<file path="config.mk">
export PLATFORM = sky130hd
export DESIGN_NAME = mem_ctrl
export DESIGN_NICKNAME = d
export VERILOG_FILES = /design/src/rtl/mem_ctrl_pkg.sv /design/src/rtl/mem_ctrl_load_ext.sv /design/src/rtl/mem_ctrl.sv
export SDC_FILE = /design/constraint.sdc
export NUM_CORES = 1
export LEC_CHECK = 0
export BUFFER_PORTS_ARGS = -buffer_cell sky130_fd_sc_hd__buf_2
export CAP_MARGIN = 0
export CORE_MARGIN = 3
export CORE_UTILIZATION = 49
export CTS_CLUSTER_DIAMETER = 30
export CTS_CLUSTER_SIZE = 8
export DETAILED_ROUTE_END_ITERATION = 8
export GPL_ROUTABILITY_DRIVEN = 0
export PLACE_DENSITY = 0.8
export SLEW_MARGIN = 15
export SYNTH_ARGS = -nofsm -noshare
export SYNTH_HDL_FRONTEND = slang
export SYNTH_SLANG_ARGS = --single-unit
</file>
<file path="constraint.sdc">
create_clock -name clk -period 3.78 [get_ports clk]
set_clock_uncertainty 0.1 [all_clocks]
set_input_delay 0.189 -clock clk [delete_from_list [all_inputs] [get_ports clk]]
set_output_delay 0.189 -clock clk [all_outputs]
set_load 0.005 [all_outputs]
</file>
<file path="src/rtl/mem_ctrl_pkg.sv">
// Shared encodings and helpers for the memory controller.
//   rd_op_e  : load op codes on read_i
//   wr_op_e  : store op codes on write_i
//   state_e  : controller FSM states
//   rd_bytes / wr_bytes : op -> byte beat count
//   rd_valid : true for a defined, non-none load code
package mem_ctrl_pkg;

  localparam int unsigned CNT_W = 3;

  typedef enum logic [2:0] {
    RD_NONE = 3'b000,
    RD_LB   = 3'b001,
    RD_LH   = 3'b010,
    RD_LW   = 3'b011,
    RD_LBU  = 3'b100,
    RD_LHU  = 3'b101
  } rd_op_e;

  typedef enum logic [1:0] {
    WR_NONE = 2'b00,
    WR_SB   = 2'b01,
    WR_SH   = 2'b10,
    WR_SW   = 2'b11
  } wr_op_e;

  typedef enum logic [1:0] {
    S_IDLE = 2'b00,
    S_RD   = 2'b01,
    S_WR   = 2'b10,
    S_DONE = 2'b11
  } state_e;

  function automatic logic [CNT_W-1:0] rd_bytes(input rd_op_e op);
    case (op)
      RD_LB, RD_LBU: rd_bytes = CNT_W'(1);
      RD_LH, RD_LHU: rd_bytes = CNT_W'(2);
      default:       rd_bytes = CNT_W'(4);
    endcase
  endfunction

  function automatic logic [CNT_W-1:0] wr_bytes(input wr_op_e op);
    case (op)
      WR_SB:   wr_bytes = CNT_W'(1);
      WR_SH:   wr_bytes = CNT_W'(2);
      default: wr_bytes = CNT_W'(4);
    endcase
  endfunction

  // Codes 110/111 are undefined and behave like "no load".
  function automatic logic rd_valid(input logic [2:0] code);
    rd_valid = (code != 3'b000) && (code <= 3'b101);
  endfunction

endpackage

</file>
<file path="src/rtl/mem_ctrl_load_ext.sv">
// Combinational load extension.
//   op       : latched load op
//   raw      : assembled little-endian bytes (unused high bytes ignored)
//   result_c : sign/zero-extended load result
module load_ext
  import mem_ctrl_pkg::*;
(
  input  rd_op_e      op,
  input  logic [31:0] raw,
  output logic [31:0] result_c
);

  always_comb begin
    result_c = raw;
    case (op)
      RD_LB:   result_c = {{24{raw[7]}}, raw[7:0]};
      RD_LBU:  result_c = {24'b0, raw[7:0]};
      RD_LH:   result_c = {{16{raw[15]}}, raw[15:0]};
      RD_LHU:  result_c = {16'b0, raw[15:0]};
      default: result_c = raw;
    endcase
  end

endmodule

</file>
<file path="src/rtl/mem_ctrl.sv">
// Memory controller: CPU data port (sized loads/stores) and instruction
// fetch port onto a byte-wide synchronous RAM, one byte beat per cycle,
// little-endian. Data requests win over fetch.
//   clk, rst                 : clock, synchronous active-high reset
//   read_i/read_addr_i       : load op and address
//   write_i/write_addr_i/write_data_i : store op, address, data
//   read_busy_o/write_busy_o : access in progress (low in the finish cycle)
//   read_data_o, finish_o    : load result, data-access completion pulse
//   if_req_i/if_addr_i       : fetch request and address
//   if_busy_o/if_data_o/if_done_o : fetch status, word, completion pulse
//   mem_din/mem_dout/mem_a/mem_wr : RAM interface (read data one cycle late)
module mem_ctrl
  import mem_ctrl_pkg::*;
#(
  parameter int unsigned ADDR_W = 17
) (
  input  logic              clk,
  input  logic              rst,
  input  logic [2:0]        read_i,
  input  logic [31:0]       read_addr_i,
  input  logic [1:0]        write_i,
  input  logic [31:0]       write_addr_i,
  input  logic [31:0]       write_data_i,
  output logic              read_busy_o,
  output logic              write_busy_o,
  output logic [31:0]       read_data_o,
  output logic              finish_o,
  input  logic              if_req_i,
  input  logic [31:0]       if_addr_i,
  output logic              if_busy_o,
  output logic [31:0]       if_data_o,
  output logic              if_done_o,
  input  logic [7:0]        mem_din,
  output logic [7:0]        mem_dout,
  output logic [ADDR_W-1:0] mem_a,
  output logic              mem_wr
);

  state_e             state_q, state_d;
  logic [CNT_W-1:0]   cnt_q, cnt_d;      // index of the edge being evaluated
  logic [CNT_W-1:0]   nbytes_q, nbytes_d;
  logic               fetch_q, fetch_d;
  rd_op_e             op_q, op_d;
  logic [31:0]        addr_q, addr_d;
  logic [31:0]        wdata_q, wdata_d;
  logic [31:0]        raw_q, raw_d;

  logic               read_busy_d, write_busy_d, finish_d;
  logic               if_busy_d, if_done_d;
  logic [31:0]        read_data_d, if_data_d;
  logic [7:0]         mem_dout_d;
  logic [ADDR_W-1:0]  mem_a_d;
  logic               mem_wr_d;

  logic [1:0]         cap_sel;
  logic [31:0]        raw_cap;
  logic [31:0]        ext_c;

  // Byte issued at edge k returns on mem_din in time for edge k+2.
  assign cap_sel = 2'(cnt_q - CNT_W'(2));

  // Raw word including the byte arriving this cycle.
  always_comb begin
    raw_cap = raw_q;
    if (state_q == S_RD && cnt_q >= CNT_W'(2)) begin
      raw_cap[{cap_sel, 3'b000} +: 8] = mem_din;
    end
  end

  load_ext u_load_ext (
    .op       (op_q),
    .raw      (raw_cap),
    .result_c (ext_c)
  );

  // Next-state and registered-output logic.
  always_comb begin
    state_d      = state_q;
    cnt_d        = cnt_q;
    nbytes_d     = nbytes_q;
    fetch_d      = fetch_q;
    op_d         = op_q;
    addr_d       = addr_q;
    wdata_d      = wdata_q;
    raw_d        = raw_cap;
    read_busy_d  = read_busy_o;
    write_busy_d = write_busy_o;
    read_data_d  = read_data_o;
    if_busy_d    = if_busy_o;
    if_data_d    = if_data_o;
    finish_d     = 1'b0;
    if_done_d    = 1'b0;
    mem_dout_d   = '0;
    mem_a_d      = '0;
    mem_wr_d     = 1'b0;

    case (state_q)
      S_IDLE: begin
        // Acceptance edge doubles as beat 0.
        if (write_i != 2'b00) begin
          state_d      = S_WR;
          nbytes_d     = wr_bytes(wr_op_e'(write_i));
          addr_d       = write_addr_i;
          wdata_d      = write_data_i;
          fetch_d      = 1'b0;
          cnt_d        = CNT_W'(1);
          write_busy_d = 1'b1;
          mem_wr_d     = 1'b1;
          mem_a_d      = ADDR_W'(write_addr_i);
          mem_dout_d   = write_data_i[7:0];
        end else if (rd_valid(read_i)) begin
          state_d      = S_RD;
          op_d         = rd_op_e'(read_i);
          nbytes_d     = rd_bytes(rd_op_e'(read_i));
          addr_d       = read_addr_i;
          fetch_d      = 1'b0;
          cnt_d        = CNT_W'(1);
          raw_d        = '0;
          read_busy_d  = 1'b1;
          mem_a_d      = ADDR_W'(read_addr_i);
        end else if (if_req_i) begin
          state_d      = S_RD;
          op_d         = RD_LW;
          nbytes_d     = CNT_W'(4);
          addr_d       = if_addr_i;
          fetch_d      = 1'b1;
          cnt_d        = CNT_W'(1);
          raw_d        = '0;
          if_busy_d    = 1'b1;
          mem_a_d      = ADDR_W'(if_addr_i);
        end
      end

      S_RD: begin
        cnt_d = cnt_q + CNT_W'(1);
        if (cnt_q < nbytes_q) begin
          mem_a_d = ADDR_W'(addr_q + 32'(cnt_q));
        end
        if (cnt_q == nbytes_q + CNT_W'(1)) begin
          state_d = S_DONE;
          if (fetch_q) begin
            if_data_d = raw_cap;
            if_done_d = 1'b1;
            if_busy_d = 1'b0;
          end else begin
            read_data_d = ext_c;
            finish_d    = 1'b1;
            read_busy_d = 1'b0;
          end
        end
      end

      S_WR: begin
        cnt_d = cnt_q + CNT_W'(1);
        if (cnt_q < nbytes_q) begin
          mem_wr_d   = 1'b1;
          mem_a_d    = ADDR_W'(addr_q + 32'(cnt_q));
          mem_dout_d = wdata_q[{cnt_q[1:0], 3'b000} +: 8];
        end else begin
          state_d      = S_DONE;
          finish_d     = 1'b1;
          write_busy_d = 1'b0;
        end
      end

      S_DONE: begin
        state_d = S_IDLE;
      end

      default: state_d = S_IDLE;
    endcase
  end

  // State and output registers.
  always_ff @(posedge clk) begin
    if (rst) begin
      state_q      <= S_IDLE;
      cnt_q        <= '0;
      nbytes_q     <= '0;
      fetch_q      <= 1'b0;
      op_q         <= RD_NONE;
      addr_q       <= '0;
      wdata_q      <= '0;
      raw_q        <= '0;
      read_busy_o  <= 1'b0;
      write_busy_o <= 1'b0;
      read_data_o  <= '0;
      finish_o     <= 1'b0;
      if_busy_o    <= 1'b0;
      if_data_o    <= '0;
      if_done_o    <= 1'b0;
      mem_dout     <= '0;
      mem_a        <= '0;
      mem_wr       <= 1'b0;
    end else begin
      state_q      <= state_d;
      cnt_q        <= cnt_d;
      nbytes_q     <= nbytes_d;
      fetch_q      <= fetch_d;
      op_q         <= op_d;
      addr_q       <= addr_d;
      wdata_q      <= wdata_d;
      raw_q        <= raw_d;
      read_busy_o  <= read_busy_d;
      write_busy_o <= write_busy_d;
      read_data_o  <= read_data_d;
      finish_o     <= finish_d;
      if_busy_o    <= if_busy_d;
      if_data_o    <= if_data_d;
      if_done_o    <= if_done_d;
      mem_dout     <= mem_dout_d;
      mem_a        <= mem_a_d;
      mem_wr       <= mem_wr_d;
    end
  end

endmodule

</file>
==> run_results.csv, run 1 <==
group,metric,value,unit
outcome,status,"complete, no violations",
pwr,p_switching,0.002058,W
place,hpwl,14580,um
place,io_buffers,193,
global_routing,first_global_vias,7005,
floorplanning,die_w,134.9,um
pwr,p_sw_frac,0.3416,
worst_setup_path,critPathKind,"reg2reg",
clocking,cts_sinks,188,
min_path,hold_path_depth,3,
floorplanning,die_area,0.01820,mm2
clocking,post_cts_buffers,0,
clocking,clk_pin_slew,0.07,ns
pwr,pwr-share-clk,0.293,
sta,hold_viol_final,0,
yosys,syn-num-nets,1073,
worst_setup_path,reg2reg_to,"read_data_o[18]",
clocking,cts_tree,"yes",
drt,drt_iter0_drc,523,
cells_and_area,layout.cells.non_filler,1345,
yosys,synthCells,907,
drt,num_vias,7482,
global_routing,grt_max_degree,63,
sta,setup_viol,0,
yosys,synthFlopType,"dfxtp_1",
pwr,p_comb_frac,0.286,
floorplanning,core_area,0.01606,mm2
cells_and_area,drive_above_1_share,0.2469,
yosys,synth_seq_cells,188,
pwr,ir_drop,0.3957,mV
place,post-place-ws,0.7824,ns
run,maxCapViolations,0,
clocking,htree_levels,4,
drt,firstDrtPassIters,5,
clocking,clock_latency,0.43,ns
cells_and_area,nNetsFinal,1279,
drt,routed_wl,21960,um
global_routing,overflow,0,
sta,finalCritPeriodShare,0.8010,
sta,fmax,0.3303,GHz
cells_and_area,area_delta_synth_final,26.13,%
clocking,cts_buffer_depth,2,
drt,postRouteAntennaNets,0,
yosys,yosysTopAreaCell,"dfxtp_1",
pwr,pwr-share-seq,0.421,
sta,worstMarginPinSlew,0.9438,ns
min_path,hp-start,"if_req_i",
drt,drc,0,
yosys,yosys-top-cells-area,"dfxtp_1 46%, a21oi_1 7.4%, nand2_1 5.4%",
worst_setup_path,ff2ff_path_depth,6,
min_path,holdPathEnd,"fetch_q",
floorplanning,io_pins,239,
clocking,cts_root_buf,"clkbuf_16",
sta,slew_headroom,0.3608,
sta,period_needed,3.028,ns
worst_setup_path,cp_common_cell,"a21oi_1",
clocking,cts_buffers,17,
worst_setup_path,rrSetupSlack,0.75,ns
worst_setup_path,cpMaxStageDelayCell,"o311ai_1",
floorplanning,initial_core_util,0.5070,
sta,grt_setup_unrepaired,"no",
drt,wire_per_inst,16.32,um
yosys,yosys_warnings,0,
yosys,async_reset_ff_frac,0,
place,post-place-cells,1262,
global_routing,grt_pass1_wl,35070,um
sta,fin_tns_setup,0,ns
yosys,yosysMostFrequentCell,"dfxtp_1",
worst_setup_path,rr_startpoint,"cnt_q[0]",
floorplanning,die_h,134.9,um
worst_setup_path,startpoint_type,"flop",
clocking,cts_resized,0,
worst_setup_path,endpoint_kind,"flop",
worst_setup_path,crit_chain,"inv_1, ha_1, o311ai_1, a21oi_1, o21a_1, a21oi_1",
global_routing,grt_usage,0.2378,
worst_setup_path,arrival,3.30,ns
yosys,syn_area,0.008142,mm2
yosys,synth_edf_count,0,
floorplanning,fp-row-count,46,
sta,setup_slack,0.7521,ns
worst_setup_path,required,4.05,ns
yosys,ys_top_cells_by_count,"188 x dfxtp_1, 120 x a21oi_1, 117 x nand2_1",
clocking,holdBufCountCts,48,
yosys,avgSynthCellArea,8.976,um2
global_routing,antenna_found_initial,2,
yosys,synth_top_area_frac,0.4623,
yosys,synth_cell_types,62,
pwr,internal-power,0.003967,W
pwr,p_leak,4.350,nW
worst_setup_path,path_max_fanout,15,
min_path,hold_class,"in2reg",
sta,holdWs,0.02640,ns
sta,report.final.slew_viol_count,0,
worst_setup_path,cp_slowest_stage_delay,0.85,ns
yosys,ys_seq_area_frac,0.4623,
drt,vias_per_cell,5.563,
pwr,p_per_area,586.8,mW/mm2
state kept, by name, summed over array words and instances (netlist names), 2 cells and up:
| register | flops |
|---|---|
| addr_q | 17 |
| cnt_q | 3 |
| if_data_o | 32 |
| mem_a | 17 |
| mem_dout | 8 |
| nbytes_q | 3 |
| op_q | 3 |
| raw_q | 32 |
| read_data_o | 32 |
| state_q | 2 |
| wdata_q | 32 |
worst max path at each step:
stage | from | end | slack (ns) | cells past startpoint
after global placement | cnt_q[0] | read_data_o[23] | 0.86 | 6
after detailed placement | cnt_q[0] | read_data_o[23] | 0.78 | 6
final | cnt_q[0] | read_data_o[18] | 0.75 | 6
after floorplan | cnt_q[1] | read_data_o[21] | 0.89 | 10
after CTS | cnt_q[0] | read_data_o[23] | 0.82 | 6
after global routing | cnt_q[0] | read_data_o[21] | 0.49 | 7
per-layer routing:
layer  global-route usage  vias to the layer above  part of all wire
li1                     -                     3644                 -
met1               0.2988                     3478              0.41
met2               0.3927                      306              0.48
met3              0.05961                       54             0.074
met4              0.09559                        0             0.030
met5                    0                        -                 0
cell type report:
cell class / instances / area (um2)
antenna: 3 / 7.507
clock buffer: 17 / 425.4
clock inverter: 15 / 156.4
fill: 1284 / 5789
inverter: 16 / 60.06
multi-input combinational: 634 / 4024
sequential: 188 / 3764
tap: 216 / 270.3
timing repair buffer: 256 / 1562
per-stage QoR:
step	utilization	power [W]	instance area (um2)
CTS	0.6390	0.006028	10260
floorplan	-	0.003700	8142
global placement	0.5729	0.004197	9199
finish	0.6395	0.006025	10270
detailed placement	0.5729	0.004233	9199
global route	0.6393	0.006366	10270
critical path: cells and delay by family (launching register included):
| kind | cells | cell delay [ns] |
|---|---|---|
| compound gates | 4 | 1.55 |
| fa+ha+maj | 1 | 0.43 |
| buf+inv | 1 | 0.26 |
| flops | 1 | 0.62 |
power by group through the flow:
stage	clock [W]	combinational [W]	sequential (W)
3_3_place_gp	0	0.00164	0.00256
3_5_place_dp	0	0.00167	0.00257
5_1_grt	0.00187	0.00192	0.00257
6_report	0.00177	0.00172	0.00254
2_1_floorplan	0	0.00117	0.00253
4_1_cts	0.00179	0.00171	0.00253
placed cells by master, fill, tap and decap left out, types with 4 or more instances in the layout:
master and n:
nand3_1 5, dfxtp_1 188, a22oi_1 8, dlygate4sd3_1 48, clkinvlp_4 4, and3_1 24
a21oi_1 120, o21a_1 19, nor2_1 87, o21ai_0 34, or4_1 4, inv_8 5
and2_1 4, o21ai_1 4, o211ai_1 7, o221a_2 6, mux2i_1 20, buf_2 192
xnor2_1 10, nor4_1 6, a211oi_2 10, nand2b_1 6, a31oi_1 7, clkbuf_16 17
nor3_1 4, a2bb2oi_1 16, mux4_2 8, nand2_1 117, ha_1 21, buf_4 16
a211oi_1 35, inv_1 16
logic make-up after synthesis:
group	count (synthesis)	share of synthesized area
buf+inv	85	0.04595
fa+ha+maj	22	0.03473
flops	188	0.4623
mux	28	0.04672
compound gates	289	0.2347
xor+xnor	12	0.01475
simple gates	283	0.1609
No activity file was read; power rests on OpenSTA's default activity.
==> run 2, diff against run 1 <==
- clock period: 3.78 -> 3.1 ns (I/O delays scaled with it)
==> run_results.csv, run 2 (synthesized netlist as in run 1, its figures left out) <==
group,metric,value,unit
clocking,cts_root_buf,"clkbuf_16",
place,post_dp_cell_area,0.009284,mm2
worst_setup_path,timing.critical_path.buf_inv,2,
cells_and_area,nNetsFinal,1288,
pwr,p_leak,4.385,nW
floorplanning,die_w,134.9,um
worst_setup_path,critPathTopFamily,"compound AO/OA/AOI/OAI gates",
sta,setup_viol,0,
global_routing,antenna_found_initial,3,
clocking,cts_sinks,188,
worst_setup_path,rr_startpoint,"cnt_q[0]",
worst_setup_path,required,3.30,ns
place,io_buffers,193,
clocking,cts_resized,0,
drt,drc,0,
cells_and_area,multiInputGateArea,0.004024,mm2
floorplanning,die_area,0.01820,mm2
drt,wire_per_inst,16.50,um
clocking,cts_buffer_depth,2,
worst_setup_path,arrival,2.86,ns
floorplanning,die_h,134.9,um
clocking,clk_pin_slew,0.06,ns
place,post-place-ws,0.4868,ns
floorplanning,core_area,0.01606,mm2
worst_setup_path,path_max_fanout,16,
cells_and_area,fillers,1298,
global_routing,grt_pass1_wl,35420,um
worst_setup_path,worstSetupStartpoint,"cnt_q[0]",
run,maxCapViolations,0,
sta,worstMarginPinSlew,0.7762,ns
global_routing,first_global_vias,7254,
sta,fin_tns_setup,0,ns
cells_and_area,fin_util,0.6434,
cells_and_area,final_common_cell,"buf_2",
cells_and_area,area_delta_synth_final,26.91,%
pwr,ir_drop,0.5102,mV
sta,hold_viol_final,0,
sta,finalCritPeriodShare,0.8569,
global_routing,overflow,0,
cells_and_area,final_cell_mix,"192 x buf_2, 188 x dfxtp_1, 120 x a21oi_1",
worst_setup_path,rrSetupSlack,0.44,ns
drt,firstDrtPassIters,5,
drt,routed_wl,22310,um
worst_setup_path,endpoint_kind,"flop",
sta,slew_headroom,0.4814,
sta,grt_setup_unrepaired,"no",
drt,vias_per_cell,5.541,
global_routing,grt_usage,0.2409,
sta,period_needed,2.656,ns
global_routing,grt_max_degree,67,
worst_setup_path,crit_chain,"inv_1, ha_1, nand2_1, a32oi_2, nor4_4, a31oi_2, buf_4, a21oi_1",
cells_and_area,seq_area,0.003764,mm2
clocking,htree_levels,4,
place,hpwl,14820,um
cells_and_area,design_area,0.01033,mm2
min_path,hold_class,"in2reg",
floorplanning,initial_core_util,0.5070,
floorplanning,io_pins,239,
worst_setup_path,ff2ff_path_depth,8,
worst_setup_path,critPathCapture,"read_data_o[20]",
drt,drt_iter0_drc,498,
sta,setup_slack,0.4437,ns
clocking,post_cts_buffers,0,
clocking,clock_latency,0.43,ns
floorplanning,fp-row-count,46,
sta,fmax,0.3765,GHz
worst_setup_path,reg2reg_to,"read_data_o[20]",
outcome,status,"complete, no violations",
worst_setup_path,cp.depth,8,
clocking,cts_tree,"yes",
drt,postRouteAntennaNets,0,
worst_setup_path,cp_slowest_stage_delay,0.54,ns
drt,num_vias,7491,
clocking,cts_buffers,17,
worst_setup_path,cpMaxStageDelayCell,"ha_1",
worst_setup_path,critPathKind,"reg2reg",
sta,report.final.slew_viol_count,0,
worst_setup_path,startpoint_type,"flop",
pwr,p_per_area,708.2,mW/mm2
cells_and_area,drive_above_1_share,0.2498,
run 2: power by group:
part	switching [W]	leakage, nW	internal (W)
Sequential	0.000246	1.53	0.00282
Combinational	0.00128	2.59	0.000919
Clock	0.000908	0.264	0.00114
Total	0.00244	4.38	0.00488
run 2: layer usage:
metal / vias to the layer above / part of all wire / global-route usage / wire length (um)
met3: 57 / 0.069 / 0.05402 / 1531
met1: 3480 / 0.42 / 0.2909 / 9288
met4: 0 / 0.028 / 0.09672 / 624
li1: 3661 / - / - / -
met5: - / 0 / 0 / 0
met2: 293 / 0.49 / 0.4166 / 10870
run 2: final cells by class:
type	instances	share of cell area
Timing Repair Buffer	265	0.1603
Clock buffer	20	0.04420
Antenna cell	3	0.0007266
Tap cell	216	0.02616
Clock inverter	10	0.009082
Sequential cell	188	0.3643
Inverter	16	0.005813
Multi-Input combinational cell	634	0.3894
run 2: per-stage QoR:
| stage | hold slack (ns) | total power (W) | std cells |
|---|---|---|---|
| 2_1_floorplan | 0.1910 | 0.004512 | 907 |
| 3_3_place_gp | 0.2986 | 0.005159 | 1270 |
| 3_5_place_dp | 0.3025 | 0.005235 | 1270 |
| 4_1_cts | 0.0009091 | 0.007314 | 1349 |
| 5_1_grt | 0.03967 | 0.007723 | 1352 |
| 6_report | 0.02475 | 0.007317 | 1352 |
run 2: how the worst min path moves through the flow:
| stage | startpoint | to | slack [ns] | depth (start not counted) |
|---|---|---|---|---|
| 2_1_floorplan | write_data_i[10] | wdata_q[10] | 0.19 | 2 |
| 5_1_grt | if_req_i | fetch_q | 0.04 | 3 |
| 3_3_place_gp | write_data_i[9] | wdata_q[9] | 0.30 | 3 |
| 4_1_cts | if_req_i | fetch_q | 0.0009 | 3 |
| 6_report | if_req_i | fetch_q | 0.02 | 3 |
| 3_5_place_dp | write_data_i[17] | wdata_q[17] | 0.30 | 3 |
run 2: what timing repair did:
item | CTS | global route
endpoints found under the setup margin | 0 | 0
endpoints found under the hold margin | 74 | 0
hold buffers | 49 | 0
run 2: tightest hold or removal path, stage by stage:
cell and delay [ns]:
buf_2 0.14, a21oi_1 0.14, a211oi_1 0.06
